==> src/rtl/tt_sweeper_if.sv <==
// tt_sweeper_if: sweep control, DUT stimulus/response and captured truth table.
// The sig signal is present only when TT_SWEEPER_SIG_EN is defined.
interface tt_sweeper_if #(
  parameter int N_IN  = 2,
  parameter int N_OUT = 8
);
  localparam int TT_W = N_OUT * (1 << N_IN);

  logic              start;
  logic [N_IN-1:0]   x;
  logic [N_OUT-1:0]  f;
  logic              busy;
  logic              done;
  logic [TT_W-1:0]   tt;
  logic              tt_valid;
`ifdef TT_SWEEPER_SIG_EN
  logic [15:0]       sig;

  modport master (output start, f, input x, busy, done, tt, tt_valid, sig);
  modport slave  (input start, f, output x, busy, done, tt, tt_valid, sig);
`else
  modport master (output start, f, input x, busy, done, tt, tt_valid);
  modport slave  (input start, f, output x, busy, done, tt, tt_valid);
`endif
endinterface

==> src/rtl/tt_sweeper.sv <==
// tt_sweeper: drives every input vector of a combinational DUT in turn, waits
// SETTLE cycles per vector, and captures the DUT outputs into a truth table.
// Optional feature macro: TT_SWEEPER_SIG_EN adds a 16-bit MISR signature
// (CRC-16-CCITT shift, MSB first, seeded 16'hFFFF) over the captured outputs.
module tt_sweeper #(
  parameter int N_IN   = 2,
  parameter int N_OUT  = 8,
  parameter int SETTLE = 1
) (
  input  logic         clk,
  input  logic         rst,
  tt_sweeper_if.slave  bus
);
  localparam int unsigned N_VEC = 1 << N_IN;
  localparam int          TT_W  = N_OUT * (1 << N_IN);
  localparam logic [3:0]  SETTLE_LAST = (SETTLE == 0) ? 4'd0 : 4'(SETTLE - 1);
  localparam logic [N_IN-1:0] V_LAST = '1;

  typedef enum logic [1:0] {
    ST_IDLE,
    ST_SETTLE,
    ST_CAPTURE,
    ST_DONE
  } state_t;

  localparam state_t ST_FIRST = (SETTLE == 0) ? ST_CAPTURE : ST_SETTLE;

  state_t          state;
  logic [N_IN-1:0] v;
  logic [N_IN-1:0] x_q;
  logic [3:0]      cnt;
  logic            busy_q;
  logic            done_q;
  logic            tt_valid_q;
  logic [TT_W-1:0] tt_q;

`ifdef TT_SWEEPER_SIG_EN
  logic [15:0] sig_q;

  // One MSB-first shift of x^16+x^12+x^5+1 with no data input.
  function automatic logic [15:0] crc_step(input logic [15:0] s);
    return {s[14:0], 1'b0} ^ (s[15] ? 16'h1021 : 16'h0000);
  endfunction

  assign bus.sig = sig_q;
`endif

  assign bus.x        = x_q;
  assign bus.busy     = busy_q;
  assign bus.done     = done_q;
  assign bus.tt       = tt_q;
  assign bus.tt_valid = tt_valid_q;

  // Sweep sequencer: all outputs registered; done is a one-cycle pulse.
  always_ff @(posedge clk or posedge rst) begin
    if (rst) begin
      state      <= ST_IDLE;
      v          <= '0;
      x_q        <= '0;
      cnt        <= '0;
      busy_q     <= 1'b0;
      done_q     <= 1'b0;
      tt_valid_q <= 1'b0;
      tt_q       <= '0;
`ifdef TT_SWEEPER_SIG_EN
      sig_q      <= '1;
`endif
    end else begin
      done_q <= 1'b0;
      case (state)
        ST_IDLE: begin
          if (bus.start) begin
            v          <= '0;
            cnt        <= '0;
            x_q        <= '0;
            busy_q     <= 1'b1;
            tt_valid_q <= 1'b0;
`ifdef TT_SWEEPER_SIG_EN
            sig_q      <= '1;
`endif
            state      <= ST_FIRST;
          end
        end
        ST_SETTLE: begin
          if (cnt == SETTLE_LAST) begin
            cnt   <= '0;
            state <= ST_CAPTURE;
          end else begin
            cnt <= cnt + 4'd1;
          end
        end
        ST_CAPTURE: begin
          for (int unsigned i = 0; i < N_VEC; i++) begin
            if (v == i[N_IN-1:0]) begin
              tt_q[i*N_OUT +: N_OUT] <= bus.f;
            end
          end
`ifdef TT_SWEEPER_SIG_EN
          sig_q <= crc_step(sig_q) ^ 16'(bus.f);
`endif
          if (v == V_LAST) begin
            x_q        <= '0;
            busy_q     <= 1'b0;
            done_q     <= 1'b1;
            tt_valid_q <= 1'b1;
            state      <= ST_DONE;
          end else begin
            v     <= v + 1'b1;
            x_q   <= v + 1'b1;
            state <= ST_FIRST;
          end
        end
        ST_DONE: begin
          state <= ST_IDLE;
        end
        default: begin
          state <= ST_IDLE;
        end
      endcase
    end
  end
endmodule

==> src/flat_wrapper.sv <==
// flat-port wrapper written by rule: the top's interface ports become plain ports
module tt_sweeper_flat 
#(
  parameter int N_IN   = 2,
  parameter int N_OUT  = 8,
  parameter int SETTLE = 1
)
  (clk, rst, bus_start, bus_f, bus_x, bus_busy, bus_done, bus_tt, bus_tt_valid);
  tt_sweeper_if #(.N_IN(N_IN), .N_OUT(N_OUT)) bus_i ();
  input  logic clk;
  input  logic rst;
  input wire logic [$bits(bus_i.start)-1:0] bus_start;
  input wire logic [$bits(bus_i.f)-1:0] bus_f;
  output wire logic [$bits(bus_i.x)-1:0] bus_x;
  output wire logic [$bits(bus_i.busy)-1:0] bus_busy;
  output wire logic [$bits(bus_i.done)-1:0] bus_done;
  output wire logic [$bits(bus_i.tt)-1:0] bus_tt;
  output wire logic [$bits(bus_i.tt_valid)-1:0] bus_tt_valid;
  assign bus_i.start = bus_start;
  assign bus_i.f = bus_f;
  assign bus_x = bus_i.x;
  assign bus_busy = bus_i.busy;
  assign bus_done = bus_i.done;
  assign bus_tt = bus_i.tt;
  assign bus_tt_valid = bus_i.tt_valid;
  tt_sweeper #(.N_IN(N_IN), .N_OUT(N_OUT), .SETTLE(SETTLE)) u_core (.clk(clk), .rst(rst), .bus(bus_i));
endmodule
==> config.mk <==
export PLATFORM = sky130hd
export DESIGN_NAME = tt_sweeper_flat
export DESIGN_NICKNAME = d
export VERILOG_FILES = /design/src/rtl/tt_sweeper_if.sv /design/src/rtl/tt_sweeper.sv /design/src/flat_wrapper.sv
export SDC_FILE = /design/constraint.sdc
export NUM_CORES = 1
export LEC_CHECK = 0
export CELL_PAD_IN_SITES_DETAIL_PLACEMENT = 0
export CELL_PAD_IN_SITES_GLOBAL_PLACEMENT = 1
export CORE_ASPECT_RATIO = 1.2
export CORE_MARGIN = 5
export CORE_UTILIZATION = 30
export DETAILED_ROUTE_END_ITERATION = 10
export HOLD_SLACK_MARGIN = 0.06
export PLACE_DENSITY = 0.64
export RECOVER_POWER = 100
export REMOVE_ABC_BUFFERS = 1
export SLEW_MARGIN = 25
export SYNTH_ARGS = -nofsm -noshare
export SYNTH_HDL_FRONTEND = slang
export SYNTH_SLANG_ARGS = --single-unit
==> constraint.sdc <==
create_clock -name clk -period 1.4 [get_ports clk]
set_input_delay 0.28 -clock clk [delete_from_list [all_inputs] [get_ports clk]]
set_output_delay 0.28 -clock clk [all_outputs]
set_load 0.005 [all_outputs]
==> impl_results.md, run 1 <==
* Run status: complete, no violations
* Total routing resource utilization after global routing at a little under an eighth
* Post-synth design cell area at around 1900 µm²
* Initial core utilization at 30.94%
* Vias at roughly 1300
* CTS clk-pin slew, worst paths at around 0.080 ns
* Die span in y at 96.82 µm
* Global-route wire length before repair at 7100 µm
* Syn_area_per_cell at between 10 and 15 µm²
* Pre-CTS setup slack at -0.04159 ns
* Area overhead of the layout relative to synthesis at 40.77%
* Final routed DRC violation total at 0
* Critical path data required time at roughly 1.6 ns
* Die X-Extent at approximately 80 µm
* TritonCTS clock tree: built
* Via count normalized by instance count at approximately 4.5
* RSZ-0062 raised after global routing: yes
* Remaining antenna violation count at 0
* Total half-perimeter wirelength after legalization and detailed placement at between 3000 and 4000 µm
* Minimum setup slack among reg-to-reg paths at about 0.048 ns
* Crit path launch type: flip-flop
* Post-cts hold buffer count at 0
* Setup slack of the critical path after layout at approximately 0.048 ns
* Worst slew pin tran at roughly 0.77 ns
* Final standard cell count with taps included and fillers excluded at ~290
* Crit-path max cell delay at 0.38 ns
* Leakage power summed over all cells at 1.282 nW
* Critical Path Fanout Max at 8
* Worst vdd rail ir drop at ~0.00089 V
* Setup Crit Path Kind: reg -> reg
* Total die area at between 7000 and 8000 µm²
* Worst reg2reg path endpoint: u_core.bus.tt[15]
* Row cnt at 31
* Core Util, Final at between 40% and 50%
* Overall power after layout at between 0.005 and 0.006 W
* Arrival @ worst endpoint at between 1.5 and 2 ns
* Congestion Overflow GR at 0
* Leading cell types in the layout, fill and taps excluded: sky130_fd_sc_hd__dfrtp_1 (44), sky130_fd_sc_hd__dlygate4sd2_1 (37), sky130_fd_sc_hd__mux2_2 (30)
* Antenna Diode Count at 0
* Maximum frequency from static timing analysis at 739.5 MHz
* Launching instance or port of the critical path: u_core.v[1]
* Instance count after placement with tap cells included at approximately 270
* Ranking of synthesized cells by area: sky130_fd_sc_hd__dfrtp_1 (60%), sky130_fd_sc_hd__mux2_2 (19%), sky130_fd_sc_hd__ha_1 (4.0%)
* Sequential fraction of the synthesis area at 59.76%
* Crit. path cell count at 5
* Worst hold path class: reg -> reg
* Synth Register Bits at 45
* Family with the most delay on the worst path: flip-flops
* Vias in the first global route at 1449
* Share of the synthesized area in the top cell type at around three fifths
* Number of buffers inserted by port buffering at between 40 and 50
* Drt first-iter violations at 42
* End of the critical path: u_core.bus.tt[15]
* Power per standard cell area at roughly 2000 nW/µm²
* Max-cap viol count at 0
* Root buffer cell: sky130_fd_sc_hd__clkbuf_8
* Depth of the most critical reg-to-reg path at 5
* # IOs at between 40 and 50
* Worst-case clock buffer depth at 2
* Layout Nets at ~220
* Clock latency on the worst-skew pair at 0.29 ns
* Final routed wire length divided by cell count at roughly 15 µm
* DRT Wirelength at 4316 µm
* Leading cell type in the layout, fill and taps excluded: sky130_fd_sc_hd__dfrtp_1
* Share of the clock period used by the worst path after layout at a little over nine tenths
* Count of TritonRoute iterations in the first routing pass at 3
* Floorplan core area at approximately 6100 µm²
* Kind of capture point of the worst setup path: flip-flop
* Fraction of final layout cells sized beyond drive strength 1 at between 30% and 40%
* Hold violation count in the final report at 0
* Final worst clock skew at 0.003086 ns
* Final number of setup-violating endpoints at 0
* Unique masters post-synth at 28
* Final min period at about 1.4 ns
* CTS Buf Count at 5
* Buffer and inverter count on the worst path at 2
* Num Clock Sinks at 45
* H-Tree Depth at 2
* Relative slew slack at between 40 and 50%
* Max-slew violations at 0
* Gate count after technology mapping at 134
* Global placer's final weighted congestion at approximately 0.74
* R2R Path Start: u_core.v[1]
* Warning count from the yosys run at 0
* Final total negative setup slack at 0 ns
* Most area-hungry cell type in the Yosys netlist: sky130_fd_sc_hd__dfrtp_1
* Crit path max-delay cell type: sky130_fd_sc_hd__dfrtp_1
* Number of antenna violations at the first check in global routing at 0
* Cell-by-cell trace of the critical path: buf_6, inv_1, ha_2, nand2_4, mux2_2
* Maximum number of pins on one net before global-route repair at 33
worst min path at each step:
stage / start / endpoint / depth (start not counted)
2_1_floorplan: bus_f[4] / u_core.bus.tt[20] / 1
3_3_place_gp: u_core.bus.x[1] / u_core.bus.x[1] / 1
3_5_place_dp: u_core.bus.x[1] / u_core.bus.x[1] / 1
4_1_cts: rst / u_core.bus.tt[7] / 3
5_1_grt: u_core.bus.tt[7] / u_core.bus.tt[7] / 1
6_report: u_core.bus.x[1] / u_core.bus.x[1] / 1
cell families (layout without fill, tap and decap cells):
logic type / count (synthesis) / in the layout / share of synthesized area, %
flip-flops: 45 / 45 / 59.76
multiplexers: 32 / 32 / 19.12
AO/OA/AOI/OAI: 19 / 19 / 6.773
AND/OR/NAND/NOR: 19 / 20 / 7.038
buffers and inverters: 12 / 82 / 2.855
adder cells (fa/ha/maj): 6 / 6 / 3.984
XOR/XNOR: 1 / 1 / 0.4649
stage by stage:
step	hold WS (ns)	area, µm²
final	0.4973	2653
after global routing	0.5195	2653
after CTS	0.3330	2630
after detailed placement	0.4829	2536
after global placement	0.4802	2536
after floorplan	0.4117	1868
Yosys cell counts:
library cell               count
sky130_fd_sc_hd__dfrtp_1      45
sky130_fd_sc_hd__mux2_2       31
sky130_fd_sc_hd__inv_1        10
sky130_fd_sc_hd__o21ai_0       7
sky130_fd_sc_hd__ha_1          6
sky130_fd_sc_hd__nand2_1       5
sky130_fd_sc_hd__a22o_1        4
sky130_fd_sc_hd__nand2_4       3
sky130_fd_sc_hd__nand2b_1      2
sky130_fd_sc_hd__nor2b_1       2
sky130_fd_sc_hd__nor2b_4       2
sky130_fd_sc_hd__a21boi_0      1
sky130_fd_sc_hd__a21o_1        1
sky130_fd_sc_hd__a21oi_1       1
sky130_fd_sc_hd__a32o_1        1
sky130_fd_sc_hd__buf_2         1
sky130_fd_sc_hd__buf_6         1
sky130_fd_sc_hd__mux2_1        1
sky130_fd_sc_hd__nand2_2       1
sky130_fd_sc_hd__nand3_1       1
sky130_fd_sc_hd__nor2_1        1
sky130_fd_sc_hd__nor3_1        1
sky130_fd_sc_hd__o21ai_1       1
sky130_fd_sc_hd__o21bai_1      1
sky130_fd_sc_hd__o22ai_1       1
sky130_fd_sc_hd__o41ai_1       1
sky130_fd_sc_hd__or2b_1        1
sky130_fd_sc_hd__xor2_1        1
layout make-up:
cell class / count / area [µm²]
repair buffers: 64 / 553.0
flip-flops and latches: 45 / 1127
fillers: 603 / 3437
well taps: 82 / 102.6
inverters: 10 / 37.54
multi-input cells: 78 / 735.7
clock buffers: 6 / 82.58
clock inverters: 2 / 13.76
routing by layer:
metal / up-vias / track usage, % / share of wire, % / wire, µm
met5: - / 0 / 0 / 0
met4: 0 / 3.836 / 1.3 / 57
met3: 8 / 4.368 / 7.6 / 327
met2: 39 / 19.20 / 51 / 2202
met1: 651 / 13.58 / 40 / 1729
li1: 604 / - / - / -
power by group:
part / switching, W / internal (W) / leakage (nW)
Sequential: 0.000328 / 0.00188 / 0.540
Combinational: 0.000892 / 0.00133 / 0.690
Clock: 0.000439 / 0.000400 / 0.0512
sequential cells by signal (all words and copies together) (netlist names):
register	count
u_core.bus.busy	1
u_core.bus.done	1
u_core.bus.x	2
u_core.bus.tt	32
u_core.bus.tt_valid	1
u_core.state	2
u_core.v	2
u_core.cnt	4
timing repair:
item,CTS,global route
setup endpoints to repair,56,39
buffers inserted,4,2
gates resized for setup,41,8
pin swaps,0,1
gates cloned,0,1
(Power assumes the default switching activity.)
==> run 2, diff against run 1 <==
--- a/config.mk
+++ b/config.mk
@@ -8,7 +8,6 @@
 export CELL_PAD_IN_SITES_DETAIL_PLACEMENT = 0
 export CELL_PAD_IN_SITES_GLOBAL_PLACEMENT = 1
 export CORE_ASPECT_RATIO = 1.2
-export CORE_MARGIN = 5
 export CORE_UTILIZATION = 30
 export DETAILED_ROUTE_END_ITERATION = 10
 export HOLD_SLACK_MARGIN = 0.06
==> run 2 against run 1 <==
Compared with the run above: sequential share of layout area is 1.5 points lower; sequential power hardly changed; first-iteration DRC count is 43% higher; critical path type unchanged; combinational power is 10% higher; worst hold slack better by 0.0094 ns; power is 8.0% higher; clock skew is 0.0051 ns higher; non-clock buffer count is 3 higher; via count is 2.2% higher; wire length is 1.5% higher.
==> impl_results.md, run 2 (same netlist as run 1, synthesis figures left out) <==
* Run status: complete, no violations (unchanged)
* Maximum frequency from static timing analysis at 732.8 MHz (was 739.5 MHz)
* Vias in the first global route at 1439 (was 1449)
* Leakage power summed over all cells at 1.342 nW (was 1.282 nW)
* Worst-case hold slack at 0.5067 ns (was 0.4973 ns)
* Relative slew slack at 58.83% (was 48.95%)
* Buffer and inverter count on the worst path at 2 (unchanged)
* Maximum number of pins on one net before global-route repair at 46 (was 33)
* TritonCTS clock tree: built (unchanged)
* Global placer's final weighted congestion at 0.7601 (was 0.7441)
* Die span in y at 88.82 µm (was 96.82 µm)
* Minimum setup slack among reg-to-reg paths at 0.04 ns (was 0.05 ns)
* # IOs at 48 (unchanged)
* DRT Wirelength at 4379 µm (was 4316 µm)
* Number of antenna violations at the first check in global routing at 0 (unchanged)
* Setup slack of the critical path after layout at 0.03543 ns (was 0.04776 ns)
* Row cnt at 31 (unchanged)
* RSZ-0062 raised after global routing: yes (unchanged)
* Worst reg2reg path endpoint: u_core.bus.tt[13] (was u_core.bus.tt[15])
* Crit-path max cell delay at 0.42 ns (was 0.38 ns)
* Clock latency on the worst-skew pair at 0.30 ns (was 0.29 ns)
* Worst slew pin tran at 0.6175 ns (was 0.7658 ns)
* Fraction of power spent switching nets at 31.36% (was 31.51%)
* Share of the clock period used by the worst path after layout at 97.47% (was 96.59%)
* Remaining antenna violation count at 0 (unchanged)
* Crit path launch type: flip-flop (unchanged)
* Total routing resource utilization after global routing at 14.40% (was 11.63%)
* Critical path data required time at 1.59 ns (was 1.58 ns)
* Cell-by-cell trace of the critical path: buf_6, inv_2, ha_2, nand2_4, mux2_4 (was buf_6, inv_1, ha_2, nand2_4, mux2_2)
* Worst-case clock buffer depth at 2 (unchanged)
* Drt first-iter violations at 60 (was 42)
* Startpoint of the tightest hold check path: u_core.bus.tt[17] (was u_core.bus.x[1])
* Vias at 1330 (was 1302)
* Clock network power share at 18.1% (was 15.9%)
* Depth of the most critical reg-to-reg path at 5 (unchanged)
* Total die area at 6603 µm² (was 7972 µm²)
* Arrival @ worst endpoint at 1.56 ns (was 1.53 ns)
* Count of TritonRoute iterations in the first routing pass at 4 (was 3)
* Sequential cell fraction of total power at 38.8% (was 41.8%)
* Critical Path Fanout Max at 8 (unchanged)
* Crit. path cell count at 5 (unchanged)
* Internal power consumption at 0.003905 W (was 0.003608 W)
* Final min period at 1.365 ns (was 1.352 ns)
* Hold Path Depth at 1 (unchanged)
* Congestion Overflow GR at 0 (unchanged)
* Combinational Power Share at 43.1% (was 42.2%)
* Kind of capture point of the worst setup path: flip-flop (unchanged)
* Final worst clock skew at 0.008148 ns (was 0.003086 ns)
* Worst hold path class: reg -> reg (unchanged)
* Power dissipated by switching net loads at 0.001784 W (was 0.001660 W)
* Setup Crit Path Kind: reg -> reg (unchanged)
* Area overhead of the layout relative to synthesis at 46.08% (was 40.77%)
* Fillcell total at 588 (was 603)
* Global-route wire length before repair at 7024 µm (was 7100 µm)
* Family with the most delay on the worst path: flip-flops (unchanged)
* Design area at 2753 µm² (was 2653 µm²)
* Max-slew violations at 0 (unchanged)
* Crit path max-delay cell type: sky130_fd_sc_hd__dfrtp_1 (unchanged)
* R2R Path Start: u_core.v[1] (unchanged)
* Total half-perimeter wirelength after legalization and detailed placement at 2956 µm (was 3158 µm)
* Leading cell type in the layout, fill and taps excluded: sky130_fd_sc_hd__dfrtp_1 (unchanged)
* Via count normalized by instance count at 4.586 (was 4.537)
* Power per standard cell area at 2067 nW/µm² (was 1986 nW/µm²)
* Die X-Extent at 74.35 µm (was 82.35 µm)
* End point of the most critical hold path: u_core.bus.tt[17] (was u_core.bus.x[1])
* Initial core utilization at 31.14% (was 30.94%)
* Pre-CTS setup slack at -0.06731 ns (was -0.04159 ns)
* Max-cap viol count at 0 (unchanged)
* Floorplan core area at 6051 µm² (was 6090 µm²)
* Final total negative setup slack at 0 ns (unchanged)
* H-Tree Depth at 2 (unchanged)
* Overall power after layout at 0.005689 W (was 0.005268 W)
* Antenna Diode Count at 0 (unchanged)
* Num Clock Sinks at 45 (unchanged)
* Layout Nets at 224 (was 221)
* Worst vdd rail ir drop at 0.001093 V (was 0.0008910 V)
* Final routed wire length divided by cell count at 15.10 µm (was 15.04 µm)
* Hold violation count in the final report at 0 (unchanged)
* Number of buffers inserted by port buffering at 47 (unchanged)
* Post-cts hold buffer count at 0 (unchanged)
* Max reg flops at 32 (unchanged)
* CTS Buf Count at 5 (unchanged)
* Root buffer cell: sky130_fd_sc_hd__clkbuf_8 (unchanged)
* Placement Cell Area at 2514 µm² (was 2536 µm²)
* CTS clk-pin slew, worst paths at 0.10 ns (was 0.08 ns)
* Final number of setup-violating endpoints at 0 (unchanged)
* Final routed DRC violation total at 0 (unchanged)
* Fraction of final layout cells sized beyond drive strength 1 at 35.10% (was 33.17%)
* Leading cell types in the layout, fill and taps excluded: sky130_fd_sc_hd__dfrtp_1 (44), sky130_fd_sc_hd__dlygate4sd2_1 (37), sky130_fd_sc_hd__mux2_2 (22) (was sky130_fd_sc_hd__dfrtp_1 (44), sky130_fd_sc_hd__dlygate4sd2_1 (37), sky130_fd_sc_hd__mux2_2 (30))
[run 2: cell types whose count changed in the layout (fill, tap and decap cells not counted), sizes merged]
cell,before,now
clkinv,3,1
bufinv,0,1
clkbuf,8,11
buf,15,14
inv,9,11
[run 2: cell type report]
type	instances	area, µm²	share of cell area, %
flip-flops and latches	45	1127	40.95
multi-input cells	78	798.3	29.00
repair buffers	67	570.5	20.73
well taps	82	102.6	3.727
clock buffers	5	68.82	2.500
clock inverters	3	47.55	1.727
inverters	10	37.54	1.364
[run 2: worst max path at each step]
stage	startpoint	endpoint	slack, ns
detailed placement	u_core.v[0]	u_core.bus.tt[28]	-0.07
CTS	u_core.v[0]	u_core.bus.tt[18]	-0.03
global route	u_core.v[1]	u_core.bus.tt[11]	-0.01
global placement	bus_start	u_core.cnt[2]	-0.009
finish	u_core.v[1]	u_core.bus.tt[13]	0.04
floorplan	u_core.v[0]	u_core.bus.tt[24]	-0.05
[run 2: power by group through the flow]
stage	Sequential (W)	Combinational [W]	Clock, W
floorplan	0.00228	0.000939	0
global placement	0.00222	0.00235	0
detailed placement	0.00226	0.00241	0
CTS	0.00223	0.00227	0.00106
global route	0.00229	0.00267	0.00111
finish	0.00221	0.00245	0.00103
[run 2: per-stage QoR]
step | utilization, % | std cells
floorplan | - | 132
global placement | 41.54 | 269
detailed placement | 41.54 | 269
CTS | 44.23 | 286
global route | 45.49 | 290
finish | 45.49 | 290
[run 2: repair_timing]
| action | 4_1_cts | 5_1_grt |
|---|---|---|
| setup endpoints to repair | 70 | 34 |
| endpoints found under the hold margin | 0 | 0 |
| gates cloned | 0 | 1 |
| resized for setup | 44 | 17 |
| buffers inserted | 9 | 3 |
| pin swaps | 0 | 1 |
[run 2: layer usage]
layer / track usage (%) / vias up / routed length [µm]
met5: 0 / - / 0
met4: 5.146 / 0 / 35
met3: 4.328 / 4 / 216
met2: 25.04 / 36 / 2368
met1: 16.68 / 679 / 1759
li1: - / 611 / -
==> run 3, diff against run 2 <==
==> constraint.sdc (replaced) <==
create_clock -name clk -period 1.2 [get_ports clk]
set_input_delay 0.24 -clock clk [delete_from_list [all_inputs] [get_ports clk]]
set_output_delay 0.24 -clock clk [all_outputs]
set_load 0.005 [all_outputs]
==> run 3 against run 2 <==
Compared with the run above: flip-flop and latch count did not move; sequential share of layout area fell by 5.2 points; largest cell class unchanged; via count rose by 4.8%; fmax rose by 1.7%; combinational power rose by 66%; the flow now finishes with violations (negative setup slack); power rose by 33%; core utilization rose by 6.6 points; non-clock buffer count rose by 21; sequential power rose by 18%; first-iteration DRC count fell by 12%; die area did not move; cell area rose by 14%.
==> impl_results.md, run 3 (same netlist as run 1, synthesis figures left out) <==
* Minimum setup slack among reg-to-reg paths at -0.14 ns (was 0.04 ns)
* Initial core utilization at 31.14% (unchanged)
* Max-slew violations at 0 (unchanged)
* Worst reg2reg path endpoint: u_core.bus.tt[24] (was u_core.bus.tt[13])
* CTS clk-pin slew, worst paths at 0.08 ns (was 0.10 ns)
* Worst slew pin tran at 0.6203 ns (was 0.6175 ns)
* Final number of setup-violating endpoints at 37 (was 0)
* Global-route wire length before repair at 7631 µm (was 7024 µm)
* Vias in the first global route at 1497 (was 1439)
* CTS Buf Count at 5 (unchanged)
* Floorplan core area at 6051 µm² (unchanged)
* Violated checks: negative setup slack
* # IOs at 48 (unchanged)
* Fraction of final layout cells sized beyond drive strength 1 at 46.72% (was 35.10%)
* Maximum frequency from static timing analysis at 745.0 MHz (was 732.8 MHz)
* Pre-CTS setup slack at -0.2292 ns (was -0.06731 ns)
* Hold Path Depth at 1 (unchanged)
* Total die area at 6603 µm² (unchanged)
* Power per standard cell area at 2400 nW/µm² (was 2067 nW/µm²)
* Via count normalized by instance count at 4.482 (was 4.586)
* Critical Path Fanout Max at 5 (was 8)
* Total routing resource utilization after global routing at 15.62% (was 14.40%)
* Total half-perimeter wirelength after legalization and detailed placement at 3024 µm (was 2956 µm)
* Core Util, Final at 52.09% (was 45.49%)
* Number of buffers inserted by port buffering at 47 (unchanged)
* Run status: finished with violations (was complete, no violations)
* Max reg flops at 32 (unchanged)
* Number of antenna violations at the first check in global routing at 0 (unchanged)
* Relative slew slack at 58.65% (was 58.83%)
* H-Tree Depth at 2 (unchanged)
* Worst hold path class: reg -> reg (unchanged)
* Leading cell types in the layout, fill and taps excluded: sky130_fd_sc_hd__dfrtp_1 (44), sky130_fd_sc_hd__clkdlybuf4s15_1 (36), sky130_fd_sc_hd__mux2_4 (26), sky130_fd_sc_hd__buf_4 (26), sky130_fd_sc_hd__buf_6 (14) (was sky130_fd_sc_hd__dfrtp_1 (44), sky130_fd_sc_hd__dlygate4sd2_1 (37), sky130_fd_sc_hd__mux2_2 (22))
* Arrival @ worst endpoint at 1.52 ns (was 1.56 ns)
* R2R Path Start: u_core.v[1] (unchanged)
* Remaining antenna violation count at 0 (unchanged)
* Count of TritonRoute iterations in the first routing pass at 4 (unchanged)
* Num Clock Sinks at 45 (unchanged)
* Vias at 1394 (was 1330)
* Leading cell type in the layout, fill and taps excluded: sky130_fd_sc_hd__dfrtp_1 (unchanged)
* Hold violation count in the final report at 0 (unchanged)
* Row cnt at 31 (unchanged)
* Final routed DRC violation total at 0 (unchanged)
* Critical path data required time at 1.38 ns (was 1.59 ns)
* Root buffer cell: sky130_fd_sc_hd__clkbuf_8 (unchanged)
* Congestion Overflow GR at 0 (unchanged)
* Design area at 3152 µm² (was 2753 µm²)
* Setup slack of the critical path after layout at -0.1423 ns (was 0.03543 ns)
* Final routed wire length divided by cell count at 15.22 µm (was 15.10 µm)
* Clock latency on the worst-skew pair at 0.29 ns (was 0.30 ns)
* Depth of the most critical reg-to-reg path at 4 (was 5)
* Final worst clock skew at 0.002457 ns (was 0.008148 ns)
* Worst vdd rail ir drop at 0.001271 V (was 0.001093 V)
* Post-cts hold buffer count at 0 (unchanged)
* Die X-Extent at 74.35 µm (unchanged)
* Area overhead of the layout relative to synthesis at 67.26% (was 46.08%)
* Worst-case clock buffer depth at 2 (unchanged)
* Layout Nets at 245 (was 224)
* Antenna Diode Count at 0 (unchanged)
* Maximum number of pins on one net before global-route repair at 46 (unchanged)
* Final min period at 1.342 ns (was 1.365 ns)
* Fillcell total at 536 (was 588)
* Crit path launch type: flip-flop (unchanged)
* Setup Crit Path Kind: reg -> reg (unchanged)
* Leakage power summed over all cells at 1.514 nW (was 1.342 nW)
* TritonCTS clock tree: built (unchanged)
* Drt first-iter violations at 53 (was 60)
* Startpoint of the tightest hold check path: u_core.bus.tt[29] (was u_core.bus.tt[17])
* Global placer's final weighted congestion at 0.6936 (was 0.7601)
* Die span in y at 88.82 µm (unchanged)
* DRT Wirelength at 4733 µm (was 4379 µm)
* Share of the clock period used by the worst path after layout at 111.9% (was 97.47%)
* Max-cap viol count at 0 (unchanged)
* Kind of capture point of the worst setup path: flip-flop (unchanged)
* RSZ-0062 raised after global routing: yes (unchanged)
* End point of the most critical hold path: u_core.bus.tt[29] (was u_core.bus.tt[17])
* Placement Cell Area at 2589 µm² (was 2514 µm²)
[run 3: changes by cell type in the layout (fill, tap and decap cells not counted), sizes merged]
cell	previous run	this run
clkdlybuf4s15	0	36
dlygate4sd2	37	1
buf	14	40
clkbuf	11	8
inv	11	9
bufinv	1	0
clkinvlp	0	1
[run 3: worst max path at each step]
stage	start	endpoint	slack, ns
floorplan	u_core.v[0]	u_core.bus.tt[24]	-0.25
global placement	bus_start	u_core.cnt[2]	-0.17
detailed placement	bus_start	u_core.cnt[2]	-0.23
CTS	u_core.state[0]	u_core.bus.tt[23]	-0.15
global route	u_core.v[1]	u_core.bus.tt[24]	-0.18
finish	u_core.v[1]	u_core.bus.tt[24]	-0.14
[run 3: area by class of cell]
| class | count | area [µm²] | share of cell area (%) |
|---|---|---|---|
| multi-input cells | 78 | 960.9 | 30.49 |
| clock buffers | 7 | 76.32 | 2.422 |
| clock inverters | 1 | 7.507 | 0.2382 |
| flip-flops and latches | 45 | 1127 | 35.77 |
| inverters | 10 | 47.55 | 1.509 |
| well taps | 82 | 102.6 | 3.255 |
| repair buffers | 88 | 829.5 | 26.32 |
[run 3: per-layer routing]
| metal | wire (µm) | global-route usage, % |
|---|---|---|
| met5 | 0 | 0 |
| met4 | 59 | 4.631 |
| met3 | 248 | 4.100 |
| met2 | 2509 | 27.52 |
| met1 | 1916 | 18.58 |
[run 3: where the power goes]
group	switching, W	leakage (nW)	internal, W
clock	0.000494	0.0385	0.000412
combinational	0.00145	0.935	0.00261
sequential	0.000408	0.540	0.00219
[run 3: worst max-delay path: stages, from the launching register on]
cell and delay, ns:
sky130_fd_sc_hd__dfrtp_1 0.40, sky130_fd_sc_hd__ha_2 0.21, sky130_fd_sc_hd__nor2b_4 0.21, sky130_fd_sc_hd__nand2_4 0.11
sky130_fd_sc_hd__mux2_4 0.30
[run 3: metrics by stage]
step / total power (W) / setup TNS (ns) / hold slack [ns] / instances
2_1_floorplan: 0.003750 / -7.853 / 0.3717 / 132
3_3_place_gp: 0.005500 / -5.841 / 0.4759 / 279
3_5_place_dp: 0.005618 / -7.463 / 0.4808 / 279
4_1_cts: 0.006795 / -3.754 / 0.2993 / 303
5_1_grt: 0.008059 / -4.769 / 0.5239 / 311
6_report: 0.007564 / -3.281 / 0.5100 / 311
[run 3: repair_timing]
item / CTS / global route
resized for setup: 83 / 74
setup endpoints to repair: 80 / 73
cloned: 1 / 0
pin swaps: 4 / 15
buffers inserted: 15 / 12
